[config.mk]
export PLATFORM = sky130hd
export DESIGN_NAME = mouse_sprite_ctrl
export DESIGN_NICKNAME = d
export VERILOG_FILES = /design/src/rtl/mouse_ctrl_pkg.sv /design/src/rtl/sprite_fill_engine.sv /design/src/rtl/mouse_sprite_ctrl.sv
export SDC_FILE = /design/constraint.sdc
export NUM_CORES = 1
export LEC_CHECK = 0
export CAP_MARGIN = 25
export CORE_MARGIN = 2
export CORE_UTILIZATION = 25
export CTS_CLUSTER_DIAMETER = 50
export DETAILED_ROUTE_END_ITERATION = 16
export GPL_ROUTABILITY_DRIVEN = 0
export SETUP_SLACK_MARGIN = 0.5
export SYNTH_ARGS = -nofsm -noshare
export SYNTH_HDL_FRONTEND = slang
export SYNTH_SLANG_ARGS = --single-unit
[constraint.sdc]
create_clock -name clk -period 1.48 [get_ports clk]
set_input_delay 0.296 -clock clk [delete_from_list [all_inputs] [get_ports clk]]
set_output_delay 0.296 -clock clk [all_outputs]
set_load 0.01 [all_outputs]
[src/rtl/mouse_ctrl_pkg.sv]
// Shared types and register offsets for the mouse sprite controller.
// Pure declarations, no logic or latency.
// Bus-side constants only; flow control lives in the modules.
package mouse_ctrl_pkg;

  typedef enum logic {IDLE, FILL} fill_state_t;

  localparam logic [1:0] REG_POS  = 2'd0;
  localparam logic [1:0] REG_CTRL = 2'd1;
  localparam logic [1:0] REG_FILL = 2'd2;
  localparam logic [1:0] REG_CMD  = 2'd3;

  localparam logic RD_STATUS = 1'b0;
  localparam logic RD_POS    = 1'b1;

endpackage

[src/rtl/sprite_fill_engine.sv]
// Fill FSM, word counter and sprite RAM write-port arbiter (CPU beats fill).
// Latency: one cycle from CPU write or fill step to registered RAM port.
// Backpressure: a CPU write stalls the fill counter for that cycle, so no address is skipped.
module sprite_fill_engine
  import mouse_ctrl_pkg::*;
#(
  parameter int CD   = 12,
  parameter int ADDR = 10
) (
  input  logic            clk,
  input  logic            reset_n,
  input  logic            start,
  input  logic            cpu_we,
  input  logic [ADDR-1:0] cpu_addr,
  input  logic [CD-1:0]   cpu_pixel,
  input  logic [CD-1:0]   fill_color,
  output logic            busy,
  output logic            ram_we,
  output logic [ADDR-1:0] ram_addr_w,
  output logic [CD-1:0]   ram_pixel
);

  localparam logic [ADDR:0] CNT_LAST = {1'b0, {ADDR{1'b1}}};
  localparam logic [ADDR:0] CNT_ONE  = {{ADDR{1'b0}}, 1'b1};

  fill_state_t     state, state_nxt;
  logic [ADDR:0]   cnt, cnt_nxt;
  logic            we_nxt;
  logic [ADDR-1:0] addr_nxt;
  logic [CD-1:0]   pixel_nxt;

  always_ff @(posedge clk or negedge reset_n) begin
    if (!reset_n) begin
      state      <= IDLE;
      cnt        <= '0;
      ram_we     <= 1'b0;
      ram_addr_w <= '0;
      ram_pixel  <= '0;
    end else begin
      state      <= state_nxt;
      cnt        <= cnt_nxt;
      ram_we     <= we_nxt;
      ram_addr_w <= addr_nxt;
      ram_pixel  <= pixel_nxt;
    end
  end

  always_comb begin
    state_nxt = state;
    cnt_nxt   = cnt;
    we_nxt    = 1'b0;
    addr_nxt  = ram_addr_w;
    pixel_nxt = ram_pixel;
    if (cpu_we) begin
      we_nxt    = 1'b1;
      addr_nxt  = cpu_addr;
      pixel_nxt = cpu_pixel;
    end
    case (state)
      IDLE: begin
        if (start) begin
          state_nxt = FILL;
          cnt_nxt   = '0;
        end
      end
      FILL: begin
        // The fill only advances on cycles the CPU leaves the port free.
        if (!cpu_we) begin
          we_nxt    = 1'b1;
          addr_nxt  = cnt[ADDR-1:0];
          pixel_nxt = fill_color;
          cnt_nxt   = cnt + CNT_ONE;
          if (cnt == CNT_LAST) state_nxt = IDLE;
        end
      end
      default: state_nxt = IDLE;
    endcase
  end

  assign busy = (state == FILL);

endmodule

[src/rtl/mouse_sprite_ctrl.sv]
// Register-mapped mouse sprite controller: bus decode, frame-synchronous origin/enable shadows, fill engine.
// Latency: RAM port one cycle after the bus write; origin/enable take effect on frame_start.
// Backpressure: none on the bus; commands while busy are dropped.
module mouse_sprite_ctrl
  import mouse_ctrl_pkg::*;
#(
  parameter int            CD        = 12,
  parameter int            ADDR      = 10,
  parameter logic [CD-1:0] KEY_COLOR = '0
) (
  input  logic            clk,
  input  logic            reset_n,
  input  logic            cs,
  input  logic            write,
  input  logic [ADDR:0]   addr,
  input  logic [31:0]     wr_data,
  output logic [31:0]     rd_data,
  input  logic            frame_start,
  output logic            ram_we,
  output logic [ADDR-1:0] ram_addr_w,
  output logic [CD-1:0]   ram_pixel,
  output logic [10:0]     x0,
  output logic [10:0]     y0,
  output logic            sprite_en
);

  logic          bus_wr, reg_wr, ram_wr, start, busy;
  logic [1:0]    reg_sel;
  logic [10:0]   x0_pend, y0_pend;
  logic          en_pend;
  logic [CD-1:0] fill_color;
  logic          unused_bits;

  assign bus_wr  = cs && write;
  assign reg_wr  = bus_wr && addr[ADDR];
  assign ram_wr  = bus_wr && !addr[ADDR];
  assign reg_sel = addr[1:0];
  assign start   = reg_wr && (reg_sel == REG_CMD) && wr_data[0];

  assign unused_bits = ^{wr_data, addr};

  always_ff @(posedge clk or negedge reset_n) begin
    if (!reset_n) begin
      x0_pend    <= '0;
      y0_pend    <= '0;
      en_pend    <= 1'b0;
      fill_color <= KEY_COLOR;
    end else if (reg_wr) begin
      case (reg_sel)
        REG_POS: begin
          x0_pend <= wr_data[10:0];
          y0_pend <= wr_data[26:16];
        end
        REG_CTRL: en_pend    <= wr_data[0];
        REG_FILL: fill_color <= wr_data[CD-1:0];
        default:  ;
      endcase
    end
  end

  // Applied copies sample the pending value before any same-cycle bus write lands.
  always_ff @(posedge clk or negedge reset_n) begin
    if (!reset_n) begin
      x0        <= '0;
      y0        <= '0;
      sprite_en <= 1'b0;
    end else if (frame_start) begin
      x0        <= x0_pend;
      y0        <= y0_pend;
      sprite_en <= en_pend;
    end
  end

  sprite_fill_engine #(
    .CD   (CD),
    .ADDR (ADDR)
  ) u_fill (
    .clk        (clk),
    .reset_n    (reset_n),
    .start      (start),
    .cpu_we     (ram_wr),
    .cpu_addr   (addr[ADDR-1:0]),
    .cpu_pixel  (wr_data[CD-1:0]),
    .fill_color (fill_color),
    .busy       (busy),
    .ram_we     (ram_we),
    .ram_addr_w (ram_addr_w),
    .ram_pixel  (ram_pixel)
  );

  always_comb begin
    rd_data = '0;
    if (addr[0] == RD_POS) rd_data = {5'b0, y0, 5'b0, x0};
    else                   rd_data = {29'b0, busy, sprite_en, 1'b0};
  end

endmodule

==> results.toml, run 1 <==
[placement]
place_worst_setup_slack_ps = -582
placed_cells = 658
port_buffers = 106
dp_hpwl_um = 7200
placed_area_um2 = 5710

[grt]
grt_pass1_vias = 3300
grt_usage = 0.132
antenna_found_initial = 0
grt_overflow = 0
grt_first_pass_wirelength_um = 18100
grt_max_degree = 34

[synth]
avgSynthCellArea_um2 = 12.5
synthFlopType = "dfrtp_1"
synth_fa_ha_area_frac = 0.00305
synth-simple-area-share = 0.0999
yosysWarnings = 0
synth_top_family_by_area = "multiplexers"
muxShareOfSynthArea = 0.223
synth_xor_area_frac = 0
synth_edf_count = 0
ys_ff_latch = 93
yosysSeqAreaShare = 0.567
ys_types = 33
synthArstFlopShare = 1.00
synth_compound_area_frac = 0.0606
syn_area_um2 = 4110
syn-instance-count = 329

[drt]
dr_wl_met3_um = 554
vias = 3145
met2_length_um = 5660
finalWirelength_um = 11300
drtIter0Drc = 100
wl_per_cell_um = 15.5
remaining_drc_errors = 0
vias_per_cell = 4.31
routed.top_layer = "met4"
postRouteAntennaNets = 0
firstDrtPassIters = 4
m1WireLength_um = 4910

[finish]
num-fill-cells = 1547
fin_nets = 557
final_util = 0.410
area_growth_pct = 59.8
fin_cells = 729
final_common_cell = "dfrtp_1"
fin_area_um2 = 6560
insertedDiodeCount = 0
final_cell_mix = "dfrtp_1, buf_2, buf_4, mux2_4, clkdlybuf4s50_1"
layout-drive-gt1-share = 0.511

[cts]
cts_buffers = 9
cts_tree = "built"
ctsLongestPathBuffers = 2
clk_latency_ps = 350
cts_max_level = 3
cts-root-buf = "clkbuf_16"
cts.sinks = 93
path_clk_slew_ps = 60

[timing]
skew_ps = 7.28
layout_setup_ws_ps = 67.6
fin_crit_sh = 0.954
timing.fmax_mhz = 708
period_needed_ps = 1410
holdWs_ps = 393
setup_viol = 0
finalMaxSlewViolations = 0
tns_ps = 0
finalHoldViolCount = 0
rsz0062_at_grt = "yes"

[worst_setup_path]
worstPathCellList = "mux2_2, buf_6"
cp_top_family = "flip-flops"
setup.worst_path.start_class = "flip-flop"
worstPathRequired_ps = 1180
cp_slowest_cell = "dfrtp_1"
worst-path-max-fanout = 2
endpoint_kind = "primary output"
critical_path_class = "flip-flop to primary output"
worst-endpoint-arrival_ps = 1120
path_buf_inv = 1
critPathMaxStageDelay_ps = 380

[power]
power_density_nw_per_um2 = 1400
p_leak_nw = 3.14
report.power.total_mw = 9.19
ir_drop_mv = 0.577

[floorplan]
die_y_um = 132
core_area_um2 = 16000
start_util = 0.257
ios = 126
dieArea_um2 = 17500
rows = 46
die_w_um = 132

[run_status]
status = "finished clean"

[hold_path]
hp-class = "input port to async pin"

[run]
max-cap-violations = 0
## per-layer routing
metal / global-route usage / vias up
met1: 0.166 / 1568
met5: 0 / -
met3: 0.0373 / 16
met2: 0.219 / 73
li1: - / 1488
met4: 0.0442 / 0
## power breakdown
group          internal, mW  switching (mW)  total [mW]
Sequential             3.19           0.430        3.62
Combinational          1.89            1.26        3.15
Clock                  1.40            1.01        2.41
Total                  6.49            2.70        9.19
## worst register-to-register path: stages, from the launching register on
cell	delay (ps)
dfrtp_1	400
buf_6	140
nand3b_1	170
buf_4	160
a2bb2oi_4	180
a21oi_2	140
a21oi_2	70
## state kept, by name, summed over array words and instances (netlist names)
name and count:
u_fill.ram_pixel 12, fill_color 12, x0_pend 11, u_fill.ram_we 1
y0 11, x0 11, en_pend 1, y0_pend 11
u_fill.ram_addr_w 10, u_fill.busy 1, sprite_en 1, u_fill.cnt 11
## final timing paths
check / from / to / slack, ps / depth (start not counted)
max in group asynchronous: reset_n / fill_color[6] / 600 / 3
max: sprite_en / rd_data[1] / 70 / 2
min in group clk: addr[1] / en_pend / 420 / 3
min reg2reg: x0_pend[6] / x0_pend[6] / 510 / 1
max reg2reg: u_fill.busy / u_fill.cnt[4] / 100 / 6
min: reset_n / u_fill.ram_pixel[5] / 390 / 2
## logic make-up (layout without fill, tap and decap cells)
kind of cell | Yosys count | after routing
mux | 84 | 84
flops | 93 | 93
buf+inv | 33 | 208
compound gates | 42 | 42
simple gates | 75 | 75
fa+ha+maj | 1 | 1
other cells | 1 | 10
## cells in the mapped netlist (3+ instances only)
master    n  area (um2)
dfrtp_1  93        2330
mux2_2   48         541
a21oi_1  32         160
mux2i_1  25         250
nor2_1   24        90.1
and2_1   21         131
buf_4    14         105
buf_2    11        55.1
mux2_1   11         124
nand2_1   8        30.0
inv_1     5        18.8
nand3_1   5        25.0
o21ai_0   5        25.0
nand4_1   3        18.8
## area by class of cell
class | instances | area (um2) | share of cell area
multi-input cells | 212 | 1910 | 0.291
repair buffers | 187 | 1730 | 0.263
clock buffers | 11 | 253 | 0.0385
flip-flops and latches | 93 | 2330 | 0.355
clock inverters | 5 | 58.8 | 0.00896
well taps | 216 | 270 | 0.0412
inverters | 5 | 18.8 | 0.00286
## timing repair
item                                   4_1_cts  5_1_grt
setup buffers                               36       10
hold buffers                                 1        0
gates cloned                                 7        1
resized for setup                          358       22
setup endpoints to repair                  161      193
endpoints found under the hold margin       19        0
pin swaps                                   41       12
No activity file was read; power rests on OpenSTA's default activity.
==> run 2: changes to the inputs <==
CORE_MARGIN = 4   (was 2)
==> run 2 against run 1 <==
Against the previous run: clock-buffer cell count is the same; the run now ends with hold timing left; highest routed layer unchanged; sequential power about the same; clock power down 8.7%; largest cell class unchanged; via count shrank 2.3%; utilization shrank 0.70 points; wire length is 1.3% higher; largest power group unchanged; total power shrank 2.5%; clock skew rose by 0.90 ps; final cell count shrank 1.6%; sequential share of layout area increased by 0.63 points; design area is 1.7% lower; non-clock buffer count down 12.
==> results.toml, run 2 (synthesis results as in run 1) <==
[timing]
rsz0062_at_grt = "yes"
finalMaxSlewViolations = 0
timing.fmax_mhz = 685
worstMarginPinSlew_ps = 521
holdWs_ps = -24.6
fin_crit_sh = 0.987
period_needed_ps = 1460
slew-limit-headroom = 0.653
finalHoldViolCount = 11
setup_viol = 0
layout_setup_ws_ps = 19.3
skew_ps = 8.18
tns_ps = 0

[drt]
postRouteAntennaNets = 0
remaining_drc_errors = 0
vias = 3074
drtIter0Drc = 127
finalWirelength_um = 11500
vias_per_cell = 4.29
firstDrtPassIters = 4
wl_per_cell_um = 16.0

[floorplan]
dieArea_um2 = 18500
die_w_um = 136
start_util = 0.257
die_y_um = 136
ios = 126
rows = 46
core_area_um2 = 16000

[grt]
grt_max_degree = 94
antenna_found_initial = 0
grt_pass1_vias = 3262
grt_usage = 0.125
grt_first_pass_wirelength_um = 17900
grt_overflow = 0

[power]
power_density_nw_per_um2 = 1390
ir_drop_mv = 0.681
p_leak_nw = 3.06

[cts]
cts_hold_buf = 0
clk_latency_ps = 350
cts-root-buf = "clkbuf_16"
cts.sinks = 93
ctsLongestPathBuffers = 2
cts_buffers = 9
cts_tree = "built"
cts_max_level = 3
path_clk_slew_ps = 60

[worst_setup_path]
critical_path_class = "flip-flop to primary output"
worst-path-max-fanout = 2
worstPathRequired_ps = 1180
endpoint_kind = "primary output"
worst-endpoint-arrival_ps = 1160
setup.worst_path.start_class = "flip-flop"

[placement]
place_worst_setup_slack_ps = -581
dp_hpwl_um = 7080
port_buffers = 106

[hold_path]
hp-class = "input port to async pin"

[run_status]
violations = "hold timing"
status = "complete, but fails checks"

[finish]
area_growth_pct = 57.1
final_util = 0.403
num-fill-cells = 1606
final_common_cell = "dfrtp_1"
reg_top3 = "fill_color (12), u_fill.ram_pixel (12)"
fin_nets = 545
final_cell_mix = "dfrtp_1, buf_2, buf_4, clkdlybuf4s50_1, mux2_2"
layout-drive-gt1-share = 0.507
insertedDiodeCount = 0

[run]
max-cap-violations = 0
-- run 2: cell types whose count changed in the layout (fill, tap and decap cells not counted), sizes merged --
cell           change
clkdlybuf4s15      +4
clkinv             -1
bufinv             -1
clkbuf             +2
buf               -17
inv                +2
dlygate4sd3        -1
-- run 2: area by class of cell --
type | count | area [um2] | share of cell area
Timing Repair Buffer | 175 | 1630 | 0.252
Multi-Input combinational cell | 212 | 1930 | 0.299
Clock inverter | 5 | 43.8 | 0.00679
Tap cell | 216 | 270 | 0.0419
Sequential cell | 93 | 2330 | 0.361
Inverter | 5 | 18.8 | 0.00291
Clock buffer | 11 | 233 | 0.0361
-- run 2: worst paths after layout --
kind | slack [ps] | end | from | cells after the start
hold / removal | -20 | u_fill.ram_addr_w[6] | reset_n | 2
setup reg to reg | 80 | u_fill.cnt[2] | u_fill.busy | 6
setup / recovery | 20 | rd_data[1] | sprite_en | 2
min in group clk | 340 | u_fill.ram_addr_w[1] | addr[1] | 3
max in group asynchronous | 1090 | u_fill.cnt[0] | reset_n | 2
hold reg to reg | 500 | y0[3] | y0_pend[3] | 1
-- run 2: power by group --
group / total, mW / switching, mW / internal, mW / leakage, nW
registers: 3.63 / 0.436 / 3.19 / 1.15
clock network: 2.20 / 1.04 / 1.16 / 0.128
logic: 3.12 / 1.27 / 1.85 / 1.78
total: 8.95 / 2.74 / 6.21 / 3.06
-- run 2: critical path, cell delays in order, from the launching register on --
cell and delay [ps]:
dfrtp_1 410, mux2_4 290, buf_6 120
-- run 2: metrics by stage --
stage	instances	hold slack [ps]	area (um2)	total power [mW]
5_1_grt	717	24.5	6450	9.49
4_1_cts	701	22.0	6260	8.84
2_1_floorplan	338	0.409	4330	4.95
6_report	717	-24.6	6450	8.95
3_5_place_dp	654	396	5660	6.45
3_3_place_gp	654	393	5660	6.38
-- run 2: layer usage --
metal  wire (um)  global-route usage
met2        5670               0.209
met5           0                   0
met4         106              0.0297
met3         648              0.0433
met1        5030               0.157
-- run 2: what timing repair did --
action / 4_1_cts / 5_1_grt
resized for setup: 327 / 49
setup endpoints to repair: 161 / 149
gates cloned: 6 / 2
setup buffers: 25 / 14
pin swaps: 24 / 27
